[src/rtl/dmem_arb_pkg.sv]
// Shared types for the data-memory arbiter: arbitration state and read-return owner tag.
package dmem_arb_pkg;

    typedef enum logic [0:0] {
        S_SHARED,
        S_HOST_LOCK
    } arbState_e;

    typedef enum logic [1:0] {
        NONE,
        CORE,
        HOST
    } rdOwner_e;

endpackage

[src/rtl/dmem_arbiter.sv]
// Single-port data-memory arbiter between the core memory stage and the host port.
// Grants one requester per cycle, bounds host starvation, supports host lock bursts.
module dmem_arbiter
    import dmem_arb_pkg::*;
#(
    parameter int unsigned ADDR_W     = 32,
    parameter int unsigned DATA_W     = 32,
    parameter int unsigned STARVE_MAX = 4
) (
    input  logic              clk,
    input  logic              rst,

    input  logic              core_req,
    input  logic              core_we,
    input  logic [ADDR_W-1:0] core_addr,
    input  logic [DATA_W-1:0] core_wdata,
    output logic              core_stall,
    output logic [DATA_W-1:0] core_rdata,
    output logic              core_rvalid,

    input  logic              host_req,
    input  logic              host_we,
    input  logic              host_lock,
    input  logic [ADDR_W-1:0] host_addr,
    input  logic [DATA_W-1:0] host_wdata,
    output logic              host_gnt,
    output logic [DATA_W-1:0] host_rdata,
    output logic              host_rvalid,

    output logic              mem_en,
    output logic              mem_we,
    output logic [ADDR_W-1:0] mem_addr,
    output logic [DATA_W-1:0] mem_wdata,
    input  logic [DATA_W-1:0] mem_rdata
);

    localparam int unsigned CNT_W = $clog2(STARVE_MAX + 1);
    localparam logic [CNT_W-1:0] CNT_MAX = CNT_W'(STARVE_MAX);

    arbState_e        stateQ, stateD;
    rdOwner_e         rdOwnerQ, rdOwnerD;
    logic [CNT_W-1:0] starveCntQ, starveCntD;

    logic coreGnt;
    logic hostGnt;
    logic starveFull;
    logic lockHeld;

    assign starveFull = (starveCntQ == CNT_MAX);
    // Lock only holds while the host keeps both req and lock high; otherwise the
    // release is visible in the same cycle and normal arbitration applies.
    assign lockHeld   = (stateQ == S_HOST_LOCK) && host_req && host_lock;

    always_comb begin
        hostGnt    = 1'b0;
        coreGnt    = 1'b0;
        stateD     = S_SHARED;
        starveCntD = starveCntQ;
        rdOwnerD   = NONE;

        if (!rst) begin
            if (lockHeld) begin
                hostGnt = 1'b1;
            end else begin
                hostGnt = host_req && (!core_req || starveFull);
                coreGnt = core_req && !hostGnt;
            end
        end

        if (hostGnt && host_lock) begin
            stateD = S_HOST_LOCK;
        end

        if (!host_req || hostGnt) begin
            starveCntD = '0;
        end else if (!starveFull) begin
            starveCntD = starveCntQ + CNT_W'(1);
        end

        if (coreGnt && !core_we) begin
            rdOwnerD = CORE;
        end else if (hostGnt && !host_we) begin
            rdOwnerD = HOST;
        end
    end

    always_ff @(posedge clk) begin
        if (rst) begin
            stateQ     <= S_SHARED;
            starveCntQ <= '0;
            rdOwnerQ   <= NONE;
        end else begin
            stateQ     <= stateD;
            starveCntQ <= starveCntD;
            rdOwnerQ   <= rdOwnerD;
        end
    end

    // Losing requester is fully masked so its address/data never reach memory.
    always_comb begin
        mem_en    = coreGnt || hostGnt;
        mem_we    = 1'b0;
        mem_addr  = '0;
        mem_wdata = '0;
        if (hostGnt) begin
            mem_we    = host_we;
            mem_addr  = host_addr;
            mem_wdata = host_wdata;
        end else if (coreGnt) begin
            mem_we    = core_we;
            mem_addr  = core_addr;
            mem_wdata = core_wdata;
        end
    end

    assign core_stall  = core_req && !coreGnt && !rst;
    assign host_gnt    = hostGnt;

    assign core_rdata  = mem_rdata;
    assign host_rdata  = mem_rdata;
    assign core_rvalid = (rdOwnerQ == CORE) && !rst;
    assign host_rvalid = (rdOwnerQ == HOST) && !rst;

endmodule
[config.mk]
export PLATFORM = sky130hd
export DESIGN_NAME = dmem_arbiter
export DESIGN_NICKNAME = d
export VERILOG_FILES = /design/src/rtl/dmem_arb_pkg.sv /design/src/rtl/dmem_arbiter.sv
export SDC_FILE = /design/constraint.sdc
export NUM_CORES = 1
export LEC_CHECK = 0
export BUFFER_PORTS_ARGS = -buffer_cell sky130_fd_sc_hd__buf_2
export CAP_MARGIN = 5
export CORE_AREA = 2 2 118 120
export CTS_CLUSTER_SIZE = 10
export DETAILED_ROUTE_END_ITERATION = 10
export DIE_AREA = 0 0 120 122
export PLACE_DENSITY = 0.64
export SLEW_MARGIN = 5
export SYNTH_ARGS = -nofsm -noshare
export SYNTH_HDL_FRONTEND = slang
export SYNTH_SLANG_ARGS = --single-unit
[constraint.sdc]
create_clock -name clk -period 4.6 [get_ports clk]
set_clock_uncertainty 0.2 [all_clocks]
set_input_delay 0.92 -clock clk [delete_from_list [all_inputs] [get_ports clk]]
set_output_delay 0.92 -clock clk [all_outputs]
set_load 0.005 [all_outputs]
==> results of run 1 <==
==> area by class of cell <==
cell class	instances	area, um^2	area share
clock buffer	3	75.07	0.02103
antenna	1	2.502	0.0007010
timing repair buffer	211	1116	0.3127
sequential	6	120.1	0.03365
tap	180	225.2	0.06309
inverter	4	15.01	0.004206
multi-input combinational	347	2016	0.5647
==> sequential cells by signal, summed over array words and instances (netlist names) <==
register / count
starveCntQ: 3
stateQ: 1
rdOwnerQ: 2
==> worst register-to-register path, stage by stage, from the launching register on <==
cell and delay, ps:
dfxtp_1 310, inv_1 50, ha_1 210, a22o_4 700, o21ai_1 240, nor3b_1 210
==> placed cells by master, fill, tap and decap left out, drive strengths merged <==
cell / instances
buf: 211
nand2: 131
a21oi: 130
o21ba: 65
nor2: 7
dfxtp: 6
inv: 4
nor3b: 3
clkbuf: 3
nor3: 2
ha: 2
diode: 1
a22o: 1
o21ai: 1
a22oi: 1
nor2b: 1
and3: 1
a2111oi: 1
nand3: 1
==> per-layer routing <==
metal	vias to the layer above	track usage	wire length, um
met5	-	0	0
met3	27	0.02247	772
met1	1514	0.1433	4091
met4	0	0.04853	238
met2	145	0.1925	4393
li1	1716	-	-
==> power by group through the flow <==
stage / registers (mW) / logic (mW) / clock network [mW]
final: 0.0544 / 0.254 / 0.144
after global routing: 0.0546 / 0.283 / 0.150
after detailed placement: 0.0552 / 0.255 / 0
after CTS: 0.0545 / 0.256 / 0.146
after global placement: 0.0552 / 0.253 / 0
after floorplan: 0.0551 / 0.191 / 0
==> logic make-up after synthesis <==
kind of cell	count (synthesis)	share of synthesized area
AND/OR/NAND/NOR	146	0.1960
flip-flops	6	0.04145
adder cells (fa/ha/maj)	2	0.008634
buffers and inverters	120	0.2629
AO/OA/AOI/OAI	199	0.4909
==> how the worst min path moves through the flow <==
stage,endpoint,from,cells after the start,slack [ps]
floorplan,starveCntQ[0],starveCntQ[0],1,220
global placement,starveCntQ[0],starveCntQ[0],1,230
detailed placement,starveCntQ[0],starveCntQ[0],1,240
CTS,starveCntQ[0],starveCntQ[0],1,250
global route,starveCntQ[0],starveCntQ[0],1,270
finish,starveCntQ[0],starveCntQ[0],1,240
==> stage by stage <==
| step | cells | worst slack [ps] | area, um^2 | util |
|---|---|---|---|---|
| final | 752 | 1194 | 3570 | 0.2643 |
| after global routing | 752 | 1099 | 3570 | 0.2643 |
| after CTS | 751 | 1211 | 3567 | 0.2642 |
| after detailed placement | 748 | 1216 | 3492 | 0.2586 |
| after global placement | 748 | 1213 | 3492 | 0.2586 |
| after floorplan | 473 | 1759 | 2898 | - |
==> flow_summary.ini, run 1 <==
[floorplan]
initial_core_util = 0.2146
core-area_um2 = 13500
ioPinCount = 301
chipWidth_um = 120
fp.dieH_um = 122
die_area_um2 = 14640
placementRows = 43

[place]
numPortBuffers = 204
dpl.hpwl_mm = 6.917
gp_congestion = 0.7341

[drt]
antenna_left = 0
viasPerCell = 4.524
drt_pre_antenna_iters = 4
wl_per_cell_um = 12.63
wl_mm = 9.495
detailedRoute.firstIterationViolations = 68
num_vias = 3402
drc = 0

[pwr]
ir_worst_vdd_uv = 86.56
power.density_nw_per_um2 = 126.6
seq_power_share = 0.120
power.total_mw = 0.4520
clkPwrFrac = 0.318
power_frac_comb = 0.561
switching_share = 0.3512
p_sw_mw = 0.1588
p_leak_nw = 2.276
p_int_mw = 0.2933

[clocking]
cts_resized = 0
cts-root-buf = clkbuf_16
cts_setup_buffers = 0
clock_sinks = 6
cts_tree = yes
cts.reportedPaths.clkPinSlew_ps = 30
cts_max_level = 1
clockBufferDepth = 2
cts_made_buffers = 3
clk_latency_ps = 230
cts_hold_buf = 0

[logic_synthesis]
synth.most_common_cell = nand2_1
syn_avg_cell_area_um2 = 6.126
synth.cell_area_um2 = 2898
synth_top_cells_by_area = o21ba_1 (22%), a21oi_1 (19%), buf_4 (19%), nand2_1 (17%), a21oi_2 (5.7%)
synth-edff-count = 0
syn_inst = 473
ys_types = 21
async_reset_ff_frac = 0
ys_warn_count = 0
synth_top_area_frac = 0.2245
ys.flop_type = dfxtp_1
ys_ff_latch = 6
synth_nets = 642
synth_area_leader_cell = o21ba_1
yosysSeqAreaShare = 0.04145
yosys-top-cells-count = nand2_1 (131), a21oi_1 (111), buf_4 (72), o21ba_1 (65), clkbuf_1 (26)

[worst_setup_path]
crit_arrival_ps = 2290
crit_path_max_fanout = 71
timing.rr.end = stateQ
crit_family = buffers and inverters
worstRegToRegCells = 5
rrSetupSlack_ps = 2590
crit_chain = buf_4, buf_12, inv_1, o21ai_1, nor2_1, buf_2
cpMaxStageDelayCell = buf_4
endpoint_kind = output port
critPathBufInv = 4
worstPathRequired_ps = 3480
crit_end = host_gnt
r2r_start = starveCntQ[0]
cp.depth = 6
critPathLaunchType = input pin
cp_slowest_stage_delay_ps = 360
crit_path_start = core_req
crit_type = in -> out

[sta]
final_max_slew_viol_count = 0
setup_viol = 0
finalCritPeriodShare = 0.7404
max_slew_margin = 0.2820
final.min_clock_period_ps = 3406
hold_viol_final = 0
max_freq_ghz = 0.2936
tightest_slew_ps = 1077
timing.hold.ws_ps = 241.4
rsz0062_at_grt = no
tns_ps = 0

[grt]
grt_max_degree = 74
overflow = 0
grt_pass1_vias = 2813
grt_pass1_wl_mm = 14.03
track_usage = 0.1148
antenna_found_initial = 1

[worst_hold_path]
hold_class = reg -> reg

[cells_and_area]
layout-drive-gt1-share = 0.4133
area_delta_synth_final_pct = 23.19
nNetsFinal = 742
fill_cells = 1591

[run]
drv_cap = 0

[status]
status = complete, no violations
Note: power is estimated with default switching activity, not from simulation.
==> run 2, diff against run 1 <==
--- a/config.mk
+++ b/config.mk
@@ -7,11 +7,11 @@
 export LEC_CHECK = 0
 export BUFFER_PORTS_ARGS = -buffer_cell sky130_fd_sc_hd__buf_2
 export CAP_MARGIN = 5
-export CORE_AREA = 2 2 118 120
+export CORE_AREA = 2 2 116 118
 export CTS_CLUSTER_SIZE = 10
 export DETAILED_ROUTE_END_ITERATION = 10
-export DIE_AREA = 0 0 120 122
-export PLACE_DENSITY = 0.64
+export DIE_AREA = 0 0 118 120
+export PLACE_DENSITY = 0.66
 export SLEW_MARGIN = 5
 export SYNTH_ARGS = -nofsm -noshare
 export SYNTH_HDL_FRONTEND = slang
==> constraint.sdc (replaced) <==
create_clock -name clk -period 3.2 [get_ports clk]
set_clock_uncertainty 0.2 [all_clocks]
set_input_delay 0.64 -clock clk [delete_from_list [all_inputs] [get_ports clk]]
set_output_delay 0.64 -clock clk [all_outputs]
set_load 0.005 [all_outputs]
==> run 2 against run 1 <==
Effect of this change: count of clock-buffer cells in the layout stayed put; non-clock buffer count rose by 6; power is 45% higher; utilization up 1.6 points; worst hold slack about the same; global-route usage is 1.3 points higher; via count rose by 0.79%; cell area up 2.1%; combinational power increased by 47%; critical endpoint is now mem_wdata[16]; largest power group unchanged.
==> flow_summary.ini, run 2 (synthesis gave the netlist of run 1 again) <==
[floorplan]
placementRows = 42
core-area_um2 = 12980
ioPinCount = 301
fp.dieH_um = 120
initial_core_util = 0.2233
die_area_um2 = 14160
chipWidth_um = 118

[drt]
drc = 0
wl_per_cell_um = 12.85
viasPerCell = 4.554
wl_mm = 9.679
drt_pre_antenna_iters = 5
antenna_left = 0
num_vias = 3429
detailedRoute.firstIterationViolations = 167

[worst_hold_path]
hold_class = reg -> reg

[pwr]
power.total_mw = 0.6534
ir_worst_vdd_uv = 128.1
p_leak_nw = 2.322
power.density_nw_per_um2 = 179.3

[clocking]
cts_made_buffers = 3
cts-root-buf = clkbuf_16
cts.reportedPaths.clkPinSlew_ps = 30
clock_sinks = 6
cts_resized = 0
cts_max_level = 1
clk_latency_ps = 230
clockBufferDepth = 2
cts_hold_buf = 0
cts_tree = yes
cts_setup_buffers = 0

[cells_and_area]
fill_cells = 1515
fin_util = 0.2808
area_delta_synth_final_pct = 25.78
layout_common_cells = buf_2 (202), nand2_1 (131), a21oi_1 (111), o21ba_1 (65), a21oi_2 (19)
reg_top3 = starveCntQ x3, rdOwnerQ x2, stateQ x1
layout-drive-gt1-share = 0.4194
nNetsFinal = 748
largest_register_ff_count = 3
regMostFlops = starveCntQ
n_antenna_cell = 0
final_common_cell = buf_2

[grt]
antenna_found_initial = 0
grt_pass1_vias = 3134
grt_max_degree = 68
overflow = 0
track_usage = 0.1277
grt_pass1_wl_mm = 15.25

[status]
status = complete, no violations

[sta]
final.min_clock_period_ps = 2746
tns_ps = 0
tightest_slew_ps = 461.1
hold_viol_final = 0
final_max_slew_viol_count = 0
rsz0062_at_grt = no
max_slew_margin = 0.6926
finalCritPeriodShare = 0.8581
max_freq_ghz = 0.3642
setup_viol = 0
timing.hold.ws_ps = 241.4
setup_slack_ps = 454.2

[place]
place_ws_ps = 494.8
gp_congestion = 0.7465
dpl.hpwl_mm = 7.305
numPortBuffers = 204

[worst_setup_path]
critPathLaunchType = register
worstPathRequired_ps = 2360
rrSetupSlack_ps = 1310
crit_type = reg -> out
crit_arrival_ps = 1910
endpoint_kind = output port
crit_path_max_fanout = 29

[run]
drv_cap = 0
-- run 2: cell count changes in the layout (fill, tap and decap cells not counted) --
cell and change:
buf_4 +3, diode_2 -1, buf_12 +3
-- run 2: critical path, stage by stage (launching register included) --
cell and delay (ps):
dfxtp_1 340, inv_1 50, ha_1 250, a22o_4 380, buf_4 230, a21oi_1 190, o21ba_1 130, buf_2 100
-- run 2: layer usage --
metal,share of wire,global-route usage,vias to the layer above
met5,0,0,-
met4,0.018,0.03238,0
met3,0.084,0.02709,32
met2,0.48,0.2307,165
met1,0.42,0.1534,1504
li1,-,-,1728
-- run 2: power by group --
| part | leakage [nW] | switching, mW | internal [mW] |
|---|---|---|---|
| logic | 2.24 | 0.184 | 0.189 |
| registers | 0.0488 | 0.00111 | 0.0772 |
| clock network | 0.0370 | 0.0417 | 0.160 |
| total | 2.32 | 0.227 | 0.427 |
-- run 2: path summary, 6_finish.rpt --
| kind | from | endpoint | cells after the start |
|---|---|---|---|
| worst max-delay path | starveCntQ[0] | mem_wdata[16] | 7 |
| worst min-delay path | starveCntQ[0] | starveCntQ[0] | 1 |
| worst max register to register | starveCntQ[0] | starveCntQ[2] | 6 |
| worst min register to register | starveCntQ[0] | starveCntQ[0] | 1 |
-- run 2: metrics by stage --
stage	cells	cell area, um^2
global placement	750	3570
global route	753	3645
detailed placement	750	3570
floorplan	473	2898
CTS	753	3645
finish	753	3645
-- run 2: cell type report --
class | instances | area, um^2 | share of cell area
tap | 176 | 220.2 | 0.06042
timing repair buffer | 217 | 1199 | 0.3289
multi-input combinational | 347 | 2016 | 0.5530
sequential | 6 | 120.1 | 0.03296
clock buffer | 3 | 75.07 | 0.02060
inverter | 4 | 15.01 | 0.004119
